**src/rtl/seq_chunk_comp_if.sv**
```systemverilog
//------------------------------------------------------------------------------
// Module : seq_chunk_comp_if
// Brief  : Command/result handshake bundle for the sequential chunk comparator.
// Rev    : 1.0 - initial release
//------------------------------------------------------------------------------
`default_nettype none

interface seq_chunk_comp_if #(
    parameter int WIDTH = 32,
    parameter int CHUNK = 4
);
    localparam int NCHUNK = WIDTH / CHUNK;
    localparam int CW     = $clog2(NCHUNK + 1);

    logic             in_valid;
    logic             in_ready;
    logic [WIDTH-1:0] a;
    logic [WIDTH-1:0] b;
    logic             signed_mode;
    logic             casc_gt;
    logic             casc_lt;
    logic             casc_eq;
    logic             out_valid;
    logic             out_ready;
    logic             a_gt_b;
    logic             a_lt_b;
    logic             a_eq_b;
    logic [CW-1:0]    chunks_used;

    modport master (
        output in_valid, a, b, signed_mode, casc_gt, casc_lt, casc_eq, out_ready,
        input  in_ready, out_valid, a_gt_b, a_lt_b, a_eq_b, chunks_used
    );

    modport slave (
        input  in_valid, a, b, signed_mode, casc_gt, casc_lt, casc_eq, out_ready,
        output in_ready, out_valid, a_gt_b, a_lt_b, a_eq_b, chunks_used
    );
endinterface

`default_nettype wire

```
**src/rtl/seq_chunk_comp.sv**
```systemverilog
//------------------------------------------------------------------------------
// Module : seq_chunk_comp
// Brief  : Sequential MSB-first magnitude comparator, one CHUNK-bit slice per
//          clock, unsigned/signed, with cascade inputs. Optional macro
//          SEQ_CHUNK_COMP_EARLY_EXIT_EN stops on the first differing slice.
// Rev    : 1.0 - initial release
//------------------------------------------------------------------------------
`default_nettype none

module seq_chunk_comp #(
    parameter int WIDTH = 32,
    parameter int CHUNK = 4
) (
    input  wire logic          clk,
    input  wire logic          rst,
    seq_chunk_comp_if.slave    cmp_io
);
    localparam int NCHUNK = WIDTH / CHUNK;
    localparam int CW     = $clog2(NCHUNK + 1);
    localparam int IW     = (NCHUNK > 1) ? $clog2(NCHUNK) : 1;

    localparam logic [1:0] S_IDLE = 2'd0;
    localparam logic [1:0] S_CMP  = 2'd1;
    localparam logic [1:0] S_DONE = 2'd2;

    generate
        if ((CHUNK < 1) || ((WIDTH % CHUNK) != 0)) begin : g_param_err
            $error("seq_chunk_comp: WIDTH must be a non-zero multiple of CHUNK");
        end
    endgenerate

    logic [1:0]       state_q, state_d;
    logic [WIDTH-1:0] a_q, a_d, b_q, b_d;
    logic             signed_q, signed_d;
    logic             cgt_q, cgt_d, clt_q, clt_d;
    logic [IW-1:0]    idx_q, idx_d;
    logic [CW-1:0]    cu_q, cu_d;
    logic             gt_q, gt_d, lt_q, lt_d, eq_q, eq_d;
`ifndef SEQ_CHUNK_COMP_EARLY_EXIT_EN
    logic             found_q, found_d, fgt_q, fgt_d;
`endif

    // Offset-binary trick: flipping the sign bit of the top slice makes an
    // unsigned compare order two's-complement values correctly.
    logic [CHUNK-1:0] w_flip, w_sa, w_sb;
    logic             w_gt, w_lt;
    assign w_flip = (signed_q && (idx_q == IW'(NCHUNK - 1))) ? (CHUNK'(1) << (CHUNK - 1)) : '0;
    assign w_sa   = a_q[idx_q*CHUNK +: CHUNK] ^ w_flip;
    assign w_sb   = b_q[idx_q*CHUNK +: CHUNK] ^ w_flip;
    assign w_gt   = (w_sa > w_sb);
    assign w_lt   = (w_sa < w_sb);

    always_ff @(posedge clk) begin
        if (rst) begin
            state_q  <= S_IDLE;
            a_q      <= '0;
            b_q      <= '0;
            signed_q <= 1'b0;
            cgt_q    <= 1'b0;
            clt_q    <= 1'b0;
            idx_q    <= '0;
            cu_q     <= '0;
            gt_q     <= 1'b0;
            lt_q     <= 1'b0;
            eq_q     <= 1'b0;
`ifndef SEQ_CHUNK_COMP_EARLY_EXIT_EN
            found_q  <= 1'b0;
            fgt_q    <= 1'b0;
`endif
        end else begin
            state_q  <= state_d;
            a_q      <= a_d;
            b_q      <= b_d;
            signed_q <= signed_d;
            cgt_q    <= cgt_d;
            clt_q    <= clt_d;
            idx_q    <= idx_d;
            cu_q     <= cu_d;
            gt_q     <= gt_d;
            lt_q     <= lt_d;
            eq_q     <= eq_d;
`ifndef SEQ_CHUNK_COMP_EARLY_EXIT_EN
            found_q  <= found_d;
            fgt_q    <= fgt_d;
`endif
        end
    end

    always_comb begin
        state_d  = state_q;
        a_d      = a_q;
        b_d      = b_q;
        signed_d = signed_q;
        cgt_d    = cgt_q;
        clt_d    = clt_q;
        idx_d    = idx_q;
        cu_d     = cu_q;
        gt_d     = gt_q;
        lt_d     = lt_q;
        eq_d     = eq_q;
`ifndef SEQ_CHUNK_COMP_EARLY_EXIT_EN
        found_d  = found_q;
        fgt_d    = fgt_q;
`endif
        case (state_q)
            S_IDLE: begin
                // casc_eq is implied by the absence of gt/lt, so it is not stored
                if (cmp_io.in_valid) begin
                    a_d      = cmp_io.a;
                    b_d      = cmp_io.b;
                    signed_d = cmp_io.signed_mode;
                    cgt_d    = cmp_io.casc_gt;
                    clt_d    = cmp_io.casc_lt;
                    idx_d    = IW'(NCHUNK - 1);
                    cu_d     = '0;
`ifndef SEQ_CHUNK_COMP_EARLY_EXIT_EN
                    found_d  = 1'b0;
                    fgt_d    = 1'b0;
`endif
                    state_d  = S_CMP;
                end
            end
            S_CMP: begin
                cu_d = cu_q + 1'b1;
`ifdef SEQ_CHUNK_COMP_EARLY_EXIT_EN
                if (w_gt || w_lt) begin
                    gt_d    = w_gt;
                    lt_d    = w_lt;
                    state_d = S_DONE;
                end else if (idx_q != '0) begin
                    idx_d = idx_q - 1'b1;
                end else begin
                    gt_d    = cgt_q;
                    lt_d    = !cgt_q && clt_q;
                    eq_d    = !cgt_q && !clt_q;
                    state_d = S_DONE;
                end
`else
                if (!found_q && (w_gt || w_lt)) begin
                    found_d = 1'b1;
                    fgt_d   = w_gt;
                end
                if (idx_q != '0) begin
                    idx_d = idx_q - 1'b1;
                end else begin
                    state_d = S_DONE;
                    if (found_q) begin
                        gt_d = fgt_q;
                        lt_d = !fgt_q;
                    end else if (w_gt || w_lt) begin
                        gt_d = w_gt;
                        lt_d = w_lt;
                    end else begin
                        gt_d = cgt_q;
                        lt_d = !cgt_q && clt_q;
                        eq_d = !cgt_q && !clt_q;
                    end
                end
`endif
            end
            S_DONE: begin
                if (cmp_io.out_ready) begin
                    gt_d    = 1'b0;
                    lt_d    = 1'b0;
                    eq_d    = 1'b0;
                    state_d = S_IDLE;
                end
            end
            default: state_d = S_IDLE;
        endcase
    end

    always_comb begin
        cmp_io.in_ready    = (state_q == S_IDLE) && !rst;
        cmp_io.out_valid   = (state_q == S_DONE);
        cmp_io.a_gt_b      = gt_q;
        cmp_io.a_lt_b      = lt_q;
        cmp_io.a_eq_b      = eq_q;
        cmp_io.chunks_used = cu_q;
    end

endmodule

`default_nettype wire

```
**src/flat_wrapper.sv**
```systemverilog
// flat-port wrapper written by rule: the top's interface ports become plain ports
module seq_chunk_comp_flat 
#(
    parameter int WIDTH = 32,
    parameter int CHUNK = 4
)
  (clk, rst, cmp_io_in_valid, cmp_io_a, cmp_io_b, cmp_io_signed_mode, cmp_io_casc_gt, cmp_io_casc_lt, cmp_io_casc_eq, cmp_io_out_ready, cmp_io_in_ready, cmp_io_out_valid, cmp_io_a_gt_b, cmp_io_a_lt_b, cmp_io_a_eq_b, cmp_io_chunks_used);
  seq_chunk_comp_if #(.WIDTH(WIDTH), .CHUNK(CHUNK)) cmp_io_i ();
  input  wire logic clk;
  input  wire logic rst;
  input wire logic [$bits(cmp_io_i.in_valid)-1:0] cmp_io_in_valid;
  input wire logic [$bits(cmp_io_i.a)-1:0] cmp_io_a;
  input wire logic [$bits(cmp_io_i.b)-1:0] cmp_io_b;
  input wire logic [$bits(cmp_io_i.signed_mode)-1:0] cmp_io_signed_mode;
  input wire logic [$bits(cmp_io_i.casc_gt)-1:0] cmp_io_casc_gt;
  input wire logic [$bits(cmp_io_i.casc_lt)-1:0] cmp_io_casc_lt;
  input wire logic [$bits(cmp_io_i.casc_eq)-1:0] cmp_io_casc_eq;
  input wire logic [$bits(cmp_io_i.out_ready)-1:0] cmp_io_out_ready;
  output wire logic [$bits(cmp_io_i.in_ready)-1:0] cmp_io_in_ready;
  output wire logic [$bits(cmp_io_i.out_valid)-1:0] cmp_io_out_valid;
  output wire logic [$bits(cmp_io_i.a_gt_b)-1:0] cmp_io_a_gt_b;
  output wire logic [$bits(cmp_io_i.a_lt_b)-1:0] cmp_io_a_lt_b;
  output wire logic [$bits(cmp_io_i.a_eq_b)-1:0] cmp_io_a_eq_b;
  output wire logic [$bits(cmp_io_i.chunks_used)-1:0] cmp_io_chunks_used;
  assign cmp_io_i.in_valid = cmp_io_in_valid;
  assign cmp_io_i.a = cmp_io_a;
  assign cmp_io_i.b = cmp_io_b;
  assign cmp_io_i.signed_mode = cmp_io_signed_mode;
  assign cmp_io_i.casc_gt = cmp_io_casc_gt;
  assign cmp_io_i.casc_lt = cmp_io_casc_lt;
  assign cmp_io_i.casc_eq = cmp_io_casc_eq;
  assign cmp_io_i.out_ready = cmp_io_out_ready;
  assign cmp_io_in_ready = cmp_io_i.in_ready;
  assign cmp_io_out_valid = cmp_io_i.out_valid;
  assign cmp_io_a_gt_b = cmp_io_i.a_gt_b;
  assign cmp_io_a_lt_b = cmp_io_i.a_lt_b;
  assign cmp_io_a_eq_b = cmp_io_i.a_eq_b;
  assign cmp_io_chunks_used = cmp_io_i.chunks_used;
  seq_chunk_comp #(.WIDTH(WIDTH), .CHUNK(CHUNK)) u_core (.clk(clk), .rst(rst), .cmp_io(cmp_io_i));
endmodule
```
**config.mk**
```make
export PLATFORM = sky130hd
export DESIGN_NAME = seq_chunk_comp_flat
export DESIGN_NICKNAME = d
export VERILOG_FILES = /design/src/rtl/seq_chunk_comp_if.sv /design/src/rtl/seq_chunk_comp.sv /design/src/flat_wrapper.sv
export SDC_FILE = /design/constraint.sdc
export NUM_CORES = 1
export LEC_CHECK = 0
export ABC_AREA = 0
export BUFFER_PORTS_ARGS = -buffer_cell sky130_fd_sc_hd__buf_2
export CAP_MARGIN = 40
export CORE_AREA = 5 5 92 94
export DETAILED_ROUTE_END_ITERATION = 12
export DIE_AREA = 0 0 97 99
export PLACE_DENSITY = 0.75
export SYNTH_ARGS = -nofsm -noshare
export SYNTH_HDL_FRONTEND = slang
export SYNTH_SLANG_ARGS = --single-unit
```
**constraint.sdc**
```tcl
create_clock -name clk -period 2.6 [get_ports clk]
set_input_delay 0.52 -clock clk [delete_from_list [all_inputs] [get_ports clk]]
set_output_delay 0.52 -clock clk [all_outputs]
set_load 0.05 [all_outputs]
```
==> impl_metrics.env <==
export IMPL_regArea_um2=1623
export IMPL_final_cells=598
export IMPL_critical_path_buf_inv_count=1
export IMPL_switchingPower_uw=950.7
export IMPL_cp_data_arrival_time_ns=2.77
export IMPL_grtUsageTotal_pct=17.70
export IMPL_syn_num_nets=499
export IMPL_wl_per_cell_um=14.15
export IMPL_place_inst=581
export IMPL_r2r_start="u_core.idx_q[0]"
export IMPL_antenna_left=0
export IMPL_p_sw_share_pct=29.68
export IMPL_drt_iter0_markers=156
export IMPL_synthTopCellsByArea="dfxtp_1, nand2_1, a21oi_1"
export IMPL_synth_top_family_by_area="simple AND/OR/NAND/NOR gates"
export IMPL_worst_pin_slew_ns=0.4860
export IMPL_numCtsBuffers=9
export IMPL_io_pins=81
export IMPL_clockBufferDepth=2
export IMPL_dp_hpwl_um=5902
export IMPL_drt_wl_total_um=8460
export IMPL_dr_pass1_iters=4
export IMPL_synth_edf_count=0
export IMPL_vias_per_cell=5.222
export IMPL_numClockSinks=81
export IMPL_antenna_found_initial=0
export IMPL_clkPwrFrac_pct=31.5
export IMPL_slew_headroom_pct=67.48
export IMPL_dieArea_um2=9603
export IMPL_antennaDiodeCount=0
export IMPL_start_kind="flip-flop"
export IMPL_vdd_ir_drop_max_uv=349.5
export IMPL_syn2layout_area_growth_pct=20.18
export IMPL_cp_slowest_cell="mux4_2"
export IMPL_rrSetupSlack_ns=0.06
export IMPL_synth_area_leader_cell="dfxtp_1"
export IMPL_synth_seq_cells=81
export IMPL_cpPeakStageDelay_ns=0.53
export IMPL_crit_type="reg -> reg"
export IMPL_skew_ns=0.006158
export IMPL_synthAdderAreaFrac_pct=2.769
export IMPL_yosysUniqueCellTypes=40
export IMPL_period_minus_slack_ns=2.538
export IMPL_hold_buffers=0
export IMPL_path_clk_slew_ns=0.08
export IMPL_crit_required_ns=2.83
export IMPL_synth_top_area_share_pct=44.86
export IMPL_netlist_area_um2=3615
export IMPL_num_nets_final=572
export IMPL_grt_use_met2_pct=29.88
export IMPL_worstSkewPairLatency_ns=0.35
export IMPL_avgSynthCellArea_um2=8.627
export IMPL_synth_mux_area_share_pct=12.29
export IMPL_cp_cell_sequence="buf_12 > mux4_2 > mux2_2 > ha_1 > nand4_1 > o22ai_2 > a31oi_1 > o41ai_1"
export IMPL_final_max_slew_viol_count=0
export IMPL_combPwrFrac_pct=24.5
export IMPL_fp_dieW_um=97
export IMPL_vias=3123
export IMPL_cap_viol_max_count=0
export IMPL_fmax_ghz=0.3940
export IMPL_drc_errors=0
export IMPL_async_flop_share_pct=0
export IMPL_overflow=0
export IMPL_p_leak_nw=1.773
export IMPL_synth_warnings=0
export IMPL_start_util_pct=47.77
export IMPL_synth_simple_area_share_pct=19.94
export IMPL_hold_viol_final=0
export IMPL_ctsHtreeMaxLevel=3
export IMPL_crit_path_max_fanout=10
export IMPL_tritoncts="built"
export IMPL_r2r_cells=8
export IMPL_seq_power_share_pct=44.0
export IMPL_hp_class="in -> reg"
export IMPL_dominantRegCellSynth="dfxtp_1"
export IMPL_grt_max_degree=50
export IMPL_multi_input_area_um2=1836
export IMPL_gp_congestion=0.8469
export IMPL_io_buffers=79
export IMPL_rows=32
export IMPL_min_period_over_period_pct=97.62
export IMPL_die_y_um=99
export IMPL_grt_use_met1_pct=22.04
export IMPL_seq_area_frac_synth_pct=44.86
export IMPL_cts_root_buf="clkbuf_8"
export IMPL_gr_usage_met3_pct=3.326
export IMPL_grt_pass1_vias=3099
export IMPL_timing_rr_end="u_core.cmp_io.a_lt_b"
export IMPL_fillerInstances=671
export IMPL_status="completed"
export IMPL_end_kind="flip-flop"
export IMPL_setup_violations=0
export IMPL_synth_compound_area_share_pct=14.23
export IMPL_busiest_layer="met2"
export IMPL_path_delay_family="multiplexers"
export IMPL_hold_end="u_core.b_q[14]"
export IMPL_synth_xor_area_share_pct=0.7269
export IMPL_grt_pass1_wl_um=13990
export IMPL_internal_power_mw=2.252
export IMPL_synthCells=419
export IMPL_cellPowerDensity_nw_per_um2=737.3
export IMPL_holdPathStages=3
export IMPL_core_area_um2=7567
export IMPL_drive_gt1_share_pct=26.81
export IMPL_hold_path_startpoint="cmp_io_b[14]"
export IMPL_finalSetupTns_ns=0
[per-stage QoR]
| stage | cell area [um^2] | util (%) | worst slack (ns) | hold WS (ns) | power [mW] |
|---|---|---|---|---|---|
| after floorplan | 3615 | - | 0.1305 | 0.4331 | 1.960 |
| final | 4344 | 57.41 | 0.06193 | 0.4057 | 3.203 |
| after detailed placement | 4079 | 53.90 | 0.02189 | 0.4455 | 2.159 |
| after global routing | 4344 | 57.41 | -0.1007 | 0.3980 | 3.372 |
| after CTS | 4297 | 56.78 | 0.009322 | 0.3897 | 3.158 |
| after global placement | 4079 | 53.90 | 0.1144 | 0.4398 | 2.127 |
[sequential cells by signal (all words and copies together), names as in the netlist]
register and cells:
u_core.a_q 32, u_core.b_q 32, u_core.cmp_io.chunks_used 4, u_core.idx_q 3, u_core.state_q 2, u_core.cgt_q 1, u_core.clt_q 1, u_core.cmp_io.a_eq_b 1
u_core.cmp_io.a_gt_b 1, u_core.cmp_io.a_lt_b 1, u_core.fgt_q 1, u_core.found_q 1, u_core.signed_q 1
[logic make-up (layout without fill, tap and decap cells)]
family                     count (synthesis)  count (layout)
and+or+nand+nor                          175             175
AOI/OAI and AO/OA                         93              93
DFF                                       81              81
buffers and inverters                     35             112
muxes                                     24              24
adders and majority gates                  8               8
xor gates and xnor gates                   3               3
[cell type report]
class	instances	share of cell area (%)
Tap cell	102	2.938
Timing Repair Buffer	92	12.01
Inverter	5	0.4320
Clock inverter	5	1.843
Sequential cell	81	37.36
Clock buffer	10	3.168
Multi-Input combinational cell	303	42.25
[power groups by stage]
stage	combinational [mW]	sequential (mW)	clock, mW
floorplan	0.527	1.43	0
detailed placement	0.724	1.43	0
CTS	0.728	1.41	1.02
global placement	0.698	1.43	0
global route	0.878	1.42	1.07
finish	0.784	1.41	1.01
[what timing repair did]
item | CTS | global route
setup buffers | 0 | 2
setup endpoints to repair | 0 | 4
endpoints found under the hold margin | 0 | 0
resized for setup | 0 | 6
[placed cells by master (no fill, tap or decap), types with 4 or more instances in the layout]
| cell | n |
|---|---|
| a21oi_1 | 74 |
| buf_2 | 79 |
| buf_4 | 10 |
| clkbuf_8 | 10 |
| dfxtp_1 | 80 |
| ha_1 | 8 |
| inv_1 | 5 |
| mux2i_1 | 5 |
| mux4_2 | 16 |
| nand2_1 | 143 |
| nand2b_1 | 4 |
| nand3_1 | 4 |
| nor2_1 | 10 |
[cells in the mapped netlist (2+ instances only)]
cell and number:
nor2_1 10, a211oi_1 2, nor3_1 3, buf_6 4
dfxtp_1 81, mux2i_1 5, ha_1 8, clkbuf_1 10
inv_1 5, mux2_2 3, mux4_2 16, buf_4 3
nor2b_1 2, xor2_1 3, nand2_1 144, nand2b_1 4
nand3_1 4, a311oi_1 4, buf_2 12, a21oi_1 75
nand3b_1 2
[tightest hold or removal path: cells and delay by family]
family	cells	cell delay [ns]
AOI/OAI and AO/OA	1	0.05
buffers and inverters	1	0.09
and+or+nand+nor	1	0.04
[worst max-delay path by stage]
stage | from | cells after the start | slack (ns) | endpoint
5_1_grt | u_core.idx_q[0] | 8 | -0.10 | u_core.cmp_io.a_lt_b
4_1_cts | u_core.idx_q[0] | 8 | 0.009 | u_core.cmp_io.a_eq_b
3_3_place_gp | u_core.idx_q[0] | 10 | 0.11 | u_core.cmp_io.a_eq_b
3_5_place_dp | u_core.idx_q[0] | 8 | 0.02 | u_core.cmp_io.a_eq_b
2_1_floorplan | u_core.idx_q[0] | 10 | 0.13 | u_core.found_q
6_report | u_core.idx_q[0] | 8 | 0.06 | u_core.cmp_io.a_lt_b
[layer usage]
layer / vias up / wire (um)
met3: 17 / 340
li1: 1574 / -
met4: 0 / 166
met2: 67 / 4212
met1: 1465 / 3740
met5: - / 0
Power figures use the tool's default switching activity.
